## src/rtl/seg7_scan_driver.sv

```systemverilog
// seg7_scan_driver: multiplexed common-anode 7-segment scanner with dead-time blanking and frame-synchronous double buffering.
// Define LZ_SUPPRESS_EN to blank leading zeros of the committed value.
module seg7_scan_driver #(
   parameter int DIGITS       = 4,
   parameter int ON_CYCLES    = 50000,
   parameter int BLANK_CYCLES = 500
) (
   input  logic                clk,
   input  logic                rst_n,
   input  logic                en,
   input  logic                load,
   input  logic [4*DIGITS-1:0] digits_in,
   input  logic [DIGITS-1:0]   dp_in,
   output logic [6:0]          seg_n,
   output logic                dp_n,
   output logic [DIGITS-1:0]   an_n,
   output logic                frame_tick
);
   localparam int MAXC = (ON_CYCLES > BLANK_CYCLES) ? ON_CYCLES : BLANK_CYCLES;
   localparam int CW   = (MAXC > 1) ? $clog2(MAXC) : 1;
   localparam int IW   = (DIGITS > 1) ? $clog2(DIGITS) : 1;
   typedef enum logic {S_BLANK, S_ON} state_t;
   state_t              state_q, state_d;
   logic [IW-1:0]       idx_q, idx_d;
   logic [CW-1:0]       cnt_q, cnt_d;
   logic [4*DIGITS-1:0] shadow_q, shadow_d, disp_q, disp_d;
   logic [DIGITS-1:0]   shadow_dp_q, shadow_dp_d, disp_dp_q, disp_dp_d;
   logic                pending_q, pending_d;
   logic [6:0]          seg_n_q, seg_n_d;
   logic                dp_n_q, dp_n_d;
   logic [DIGITS-1:0]   an_n_q, an_n_d;
   logic                frame_tick_q, frame_tick_d;
   logic [DIGITS-1:0]   blank_mask;
   logic                blank_last, on_last, wrap, lit;
   logic [3:0]          cur_code;
   logic                cur_dp;
`ifdef LZ_SUPPRESS_EN
   logic                zeros_above;
`endif
   function automatic logic [6:0] glyph(input logic [3:0] c);
      case (c)
         4'd0:    glyph = 7'h40;
         4'd1:    glyph = 7'h79;
         4'd2:    glyph = 7'h24;
         4'd3:    glyph = 7'h30;
         4'd4:    glyph = 7'h19;
         4'd5:    glyph = 7'h12;
         4'd6:    glyph = 7'h02;
         4'd7:    glyph = 7'h78;
         4'd8:    glyph = 7'h00;
         4'd9:    glyph = 7'h10;
         default: glyph = 7'h7F;
      endcase
   endfunction
   always_comb begin
      blank_last   = (state_q == S_BLANK) && (cnt_q == CW'(BLANK_CYCLES - 1));
      on_last      = (state_q == S_ON) && (cnt_q == CW'(ON_CYCLES - 1));
      wrap         = on_last && (idx_q == IW'(DIGITS - 1));
      state_d      = blank_last ? S_ON : on_last ? S_BLANK : state_q;
      cnt_d        = (blank_last || on_last) ? '0 : cnt_q + 1'b1;
      idx_d        = wrap ? '0 : on_last ? idx_q + 1'b1 : idx_q;
      shadow_d     = load ? digits_in : shadow_q;
      shadow_dp_d  = load ? dp_in : shadow_dp_q;
      // A load landing on the commit edge bypasses the shadow so it is not lost for a frame.
      disp_d       = (wrap && load) ? digits_in : (wrap && pending_q) ? shadow_q : disp_q;
      disp_dp_d    = (wrap && load) ? dp_in : (wrap && pending_q) ? shadow_dp_q : disp_dp_q;
      pending_d    = wrap ? 1'b0 : load ? 1'b1 : pending_q;
      frame_tick_d = wrap;
   end
   always_comb begin
      blank_mask = '0;
`ifdef LZ_SUPPRESS_EN
      zeros_above = 1'b1;
      for (int i = DIGITS - 1; i > 0; i--) begin
         zeros_above   = zeros_above && (disp_d[4*i +: 4] == 4'd0);
         blank_mask[i] = zeros_above && !disp_dp_d[i];
      end
`endif
   end
   // Outputs are registered from next-state values so they line up with the current state/idx.
   always_comb begin
      lit      = en && (state_d == S_ON);
      cur_code = disp_d[4*idx_d +: 4];
      cur_dp   = disp_dp_d[idx_d];
      an_n_d   = lit ? ~(DIGITS'(1) << idx_d) : '1;
      seg_n_d  = (lit && !blank_mask[idx_d]) ? glyph(cur_code) : 7'h7F;
      dp_n_d   = !(lit && cur_dp);
   end
   always_ff @(posedge clk or negedge rst_n) begin
      if (!rst_n) begin
         state_q      <= S_BLANK;
         idx_q        <= '0;
         cnt_q        <= '0;
         shadow_q     <= '0;
         shadow_dp_q  <= '0;
         disp_q       <= '0;
         disp_dp_q    <= '0;
         pending_q    <= 1'b0;
         seg_n_q      <= 7'h7F;
         dp_n_q       <= 1'b1;
         an_n_q       <= '1;
         frame_tick_q <= 1'b0;
      end else begin
         state_q      <= state_d;
         idx_q        <= idx_d;
         cnt_q        <= cnt_d;
         shadow_q     <= shadow_d;
         shadow_dp_q  <= shadow_dp_d;
         disp_q       <= disp_d;
         disp_dp_q    <= disp_dp_d;
         pending_q    <= pending_d;
         seg_n_q      <= seg_n_d;
         dp_n_q       <= dp_n_d;
         an_n_q       <= an_n_d;
         frame_tick_q <= frame_tick_d;
      end
   end
   assign seg_n      = seg_n_q;
   assign dp_n       = dp_n_q;
   assign an_n       = an_n_q;
   assign frame_tick = frame_tick_q;
endmodule
```

## config.mk

```make
export PLATFORM = sky130hd
export DESIGN_NAME = seg7_scan_driver
export DESIGN_NICKNAME = d
export VERILOG_FILES = /design/src/rtl/seg7_scan_driver.sv
export SDC_FILE = /design/constraint.sdc
export NUM_CORES = 1
export LEC_CHECK = 0
export BUFFER_PORTS_ARGS = -buffer_cell sky130_fd_sc_hd__buf_2
export CAP_MARGIN = 10
export CELL_PAD_IN_SITES_DETAIL_PLACEMENT = 2
export CELL_PAD_IN_SITES_GLOBAL_PLACEMENT = 2
export CORE_UTILIZATION = 41
export DETAILED_ROUTE_END_ITERATION = 6
export PLACE_DENSITY = 0.88
export SYNTH_ARGS = -nofsm -noshare
export SYNTH_HDL_FRONTEND = slang
export SYNTH_SLANG_ARGS = --single-unit
```

## constraint.sdc

```tcl
create_clock -name clk -period 6.85 [get_ports clk]
set_clock_uncertainty 0.1 [all_clocks]
set_input_delay 1.37 -clock clk [delete_from_list [all_inputs] [get_ports clk]]
set_output_delay 1.37 -clock clk [all_outputs]
set_load 0.01 [all_outputs]
```

After elaboration in Yosys (flattened, before gate mapping)
Memory sizes are Yosys's and may differ from the RTL's.
Index checks and enable logic that the tools add are counted.
Widths: inputs -> output; s select.
{"block": "op_classes", "n_shift": 2, "mux": 17, "bitwise_logic": 2, "reduce_logical": 12, "add_sub_neg": 2, "order_cmp": 1, "n_eq_ne": 3}
{"cell": "$mux 16", "n": 3}
{"cell": "$add 16x1->16 const B", "n": 1}
{"cell": "$eq 16x16->1 const B", "n": 1}
{"cell": "$eq 16x9->1 const B", "n": 1}
{"cell": "$shiftx 16x5->4", "n": 1}
{"cell": "$mux 4", "n": 3}
{"cell": "$logic_and 1x1->1", "n": 8}
{"cell": "$mux 7", "n": 1}
{"cell": "$mux 1", "n": 6}
{"cell": "$bmux 1 s2", "n": 2}
{"cell": "$mux 2", "n": 2}
{"cell": "$not 4->4", "n": 1}
{"cell": "$shl 1x2->4 const A", "n": 1}
{"cell": "$lt 2x3->1 const B", "n": 1}
{"cell": "$add 2x1->2 const B", "n": 1}
{"cell": "$eq 2x2->1 const B", "n": 1}
{"cell": "$logic_not 1->1", "n": 2}
{"cell": "$reduce_bool 2->1", "n": 1}
{"cell": "$logic_or 1x1->1", "n": 1}
{"cell": "$not 1->1", "n": 1}
{"block": "word_totals", "memories": 1, "romBits": 112, "ff_bits": 73, "inputBits": 24, "wordCells": 52}
{"memory": "(no name shown)", "depth": 16, "width": 7, "rd": 1, "rd_ports_with_merged_regs": 0, "write_ports": 0, "line_no": "41", "rtl": "case (c)"}

Logic depth before layout (Yosys ltp)
{"block": "logic_depth", "ltp_word": 10, "ltp_mapped": 14, "depth_no_buf": 14}

Least setup slack after synthesis
No wires, ideal clock.
{"block": "synth_path", "kind": "input to register", "startpoint": "input port load", "endpoint": "register seg_n_q[3] (netlist: seg_n[3])", "required_ps": 6668, "setup_time_ps": 82, "arrival_time_ps": 2946, "path_slack_ps": 3722, "cell_stages": 11, "cell_sequence": "buf_1 > inv_1 > o21ai_0 > a21oi_1 > a22oi_1 > nand2_2 > inv_1 > ha_1 > a21oi_1 > a31oi_1 > o211ai_1"}
{"block": "synth_between", "elab_chain_cells": 5}
{"item": "start: declaration", "line_no": "11", "rtl": "input logic load,"}
{"item": "$logic_and 1x1->1", "line_no": "65", "rtl": "disp_d = (wrap && load) ? digits_in : (wrap && pending_q) ? shadow_q : disp_q;"}
{"item": "$mux 16", "line_no": "65"}
{"item": "via disp_d[1]", "line_no": "26", "rtl": "logic [4*DIGITS-1:0] shadow_q, shadow_d, disp_q, disp_d;"}
{"item": "$shiftx 16x5->4", "line_no": "83", "rtl": "cur_code = disp_d[4*idx_d +: 4];"}
{"item": "$mem_v2 16x7"}
{"item": "$mux 7", "line_no": "86", "rtl": "seg_n_d = (lit && !blank_mask[idx_d]) ? glyph(cur_code) : 7'h7F;"}
{"item": "via seg_n_d[3]", "line_no": "29", "rtl": "logic [6:0] seg_n_q, seg_n_d;"}
{"item": "end signal: assignment", "line_no": "112", "rtl": "seg_n_q <= seg_n_d;"}
{"item": "end: declaration", "line_no": "29"}
The timed path passes the listed nets, and every way through them passes these cells.
A chain may end at the register's enable or synchronous reset.

Worst setup path after layout
{"block": "layout_path", "startpoint": "input port load", "endpoint": "register seg_n_q[3] (netlist: seg_n[3])"}
{"block": "layout_between", "elab_chain_cells": 5}
{"item": "$logic_and 1x1->1", "line_no": "65"}
{"item": "$mux 16", "line_no": "65"}
{"item": "$shiftx 16x5->4", "line_no": "83"}
{"item": "$mem_v2 16x7"}
{"item": "$mux 7", "line_no": "86"}
{"item": "via seg_n_d[3]", "line_no": "29"}
The timed path passes the listed nets, and every way through them passes these cells.

==> impl_metrics.toml <==
[setup_path]
cp_max_fo = 31
start_kind = "primary input"
end_kind = "flop"
cp.arrival_ns = 4.46
critPathRequiredTime_ns = 7.02
worstSetupPathType = "in -> reg"

[floorplanning]
die_y_um = 95.3
fp-row-count = 33
io_pins = 37
start_util_pct = 42.8
core-area_um2 = 8340
dieArea_um2 = 9080
die_width_um = 95.3

[logic_synthesis]
synth.most_common_cell = "dfrtp_1"
synth_top_area_cell = "dfrtp_1"
synth_area_leaders = "dfrtp_1 43%, dfstp_2 8.8%, mux2_2 5.7%, nor2_1 3.7%, a22oi_1 3.4%"
synthCells = 330
ys.warnings.count = 0
avgSynthCellArea_um2 = 10.8
ys_seq_elements = 73
async_flop_share_pct = 100
synth_nets = 361
ys_types = 52
synthFlopType = "dfrtp_1"
syn_area_um2 = 3570
synth-edff-count = 0
ys_seq_area_share_pct = 51.6
synth_top_area_share_pct = 42.8
synth_common_cells = "61 x dfrtp_1, 35 x nor2_1, 31 x nand2_1"

[sta]
slew_headroom_pct = 26.9
setup_viol = 0
fin_crit_sh_pct = 62.5
setup_tns_ns = 0
min_period_ns = 4.28
worstMarginPinSlew_ns = 1.09
drv_slew = 0
timing.fmax_ghz = 0.234
finalHoldWorstSlack_ns = 0.417
grt_setup_unrepaired = "no"
hold_viol = 0
finalWorstSetupSlack_ns = 2.57

[routing]
antenna_left = 0
drt-total-wl_um = 11400
routedWlPerCell_um = 23.8
vias = 2868
dr.pass1.iters = 4
initialDrtViolationCount = 114
vias_per_cell = 6.00
drc_errors = 0

[cells_and_area]
finish.utilization_pct = 48.9
drive_gt1_share_pct = 28.0
nFillCells = 888
area_growth_pct = 14.3
nNetsFinal = 398

[clocking]
cts_max_level = 3
worstSkewPairLatency_ns = 0.35
cts_tree = "yes"
clk_pin_slew_ns = 0.08
clk_path_buf_depth = 2
cts_setup_buffers = 0
root_buffer = "clkbuf_8"
cts_hold_buf = 0
numClockSinks = 73
cts_made_buffers = 9
cts_resized = 0

[power_and_ir_drop]
worst_ir_drop_vdd_mv = 0.181
leakagePower_nw = 1.84
power_w = 0.000890
power.density_nw_per_um2 = 218

[min_path]
worst_hold_path_type = "reg -> reg"

[run_status]
status = "complete, no violations"

[flow_run]
drv_cap = 0

[global_routing]
grt_pass1_wl_um = 18200
antenna_found_initial = 0
overflow = 0
grt_max_degree = 74
grt_pass1_vias = 3206
grt_use_total_pct = 27.5

[place]
hpwl_um = 6850
io_buffers = 36
place_ws_ns = 2.46
gp_congestion = 0.799
==> path summary, 6_finish.rpt <==
path,cells past startpoint,end,slack [ns],startpoint
setup reg to reg,12,seg_n[3],2.60,cnt_q[8]
hold / removal,1,shadow_q[0],0.42,shadow_q[0]
max in group asynchronous,2,disp_dp_q[2],4.89,rst_n
hold reg to reg,1,shadow_q[0],0.42,shadow_q[0]
setup / recovery,12,seg_n[3],2.57,load
min in group asynchronous,2,shadow_dp_q[0],1.12,rst_n
==> per-stage QoR <==
step | instance area [um2] | std cells
6_report | 4080 | 478
5_1_grt | 4080 | 477
4_1_cts | 4080 | 477
3_5_place_dp | 3850 | 461
3_3_place_gp | 3850 | 461
2_1_floorplan | 3570 | 330
==> report_power, final <==
| part | internal, W | switching (W) | total, W |
|---|---|---|---|
| logic | 0.0000174 | 0.0000248 | 0.0000422 |
| registers | 0.000444 | 0.00000800 | 0.000452 |
| clock network | 0.000224 | 0.000173 | 0.000396 |
| total | 0.000685 | 0.000205 | 0.000890 |
==> state kept, by name (all words and copies together) (netlist names), 2 cells and up <==
name         cells
shadow_q        16
disp_q          16
disp_dp_q        4
seg_n            7
shadow_dp_q      4
an_n             4
idx_q            2
cnt_q           16
==> final cells by class <==
type / count / area (um2) / area share [%]
timing repair buffer: 38 / 195 / 4.79
tap: 105 / 131 / 3.22
sequential: 73 / 1840 / 45.2
inverter: 15 / 61.3 / 1.50
multi-input combinational: 230 / 1620 / 39.7
antenna: 1 / 2.50 / 0.0613
clock inverter: 5 / 77.6 / 1.90
clock buffer: 11 / 151 / 3.71
==> layout by cell type (no fill, tap or decap), types with 3 or more instances in the layout <==
cell,instances
dfrtp_1,61
a32oi_1,12
buf_2,36
xnor2_1,7
mux2i_1,3
a21oi_1,6
ha_1,7
nand2_2,3
and3_1,5
dfstp_2,12
nor2_1,35
o21ai_0,7
o211ai_1,4
a41oi_1,3
o22ai_1,5
inv_1,13
xor2_1,7
nor2b_1,3
a22oi_1,16
nand2_1,31
a31oi_1,3
nand3_1,13
nor3_1,10
mux2_2,18
clkbuf_8,11
==> routing by layer <==
layer	routed length [um]	GRT usage (%)	vias up
met3	428	5.66	28
met4	308	11.0	0
li1	-	-	1267
met1	4680	33.0	1501
met2	5960	48.0	72
met5	0	0	-
==> critical path, cell delays in order <==
cell and delay [ns]:
buf_2 0.33, nor2_1 0.92, inv_1 0.26, nor2_1 0.20, nor3_1 0.11, a22oi_1 0.18
nand2_1 0.18, inv_1 0.16, ha_1 0.28, a21oi_1 0.19, a31oi_1 0.07, o211ai_1 0.19
==> cell families after synthesis <==
family | synth area share (%)
flip-flops | 51.6
multiplexers | 7.78
buffers and inverters | 3.08
AND/OR/NAND/NOR | 17.9
adder cells (fa/ha/maj) | 2.45
AO/OA/AOI/OAI | 13.8
XOR/XNOR | 3.44
No activity file was read; power rests on OpenSTA's default activity.
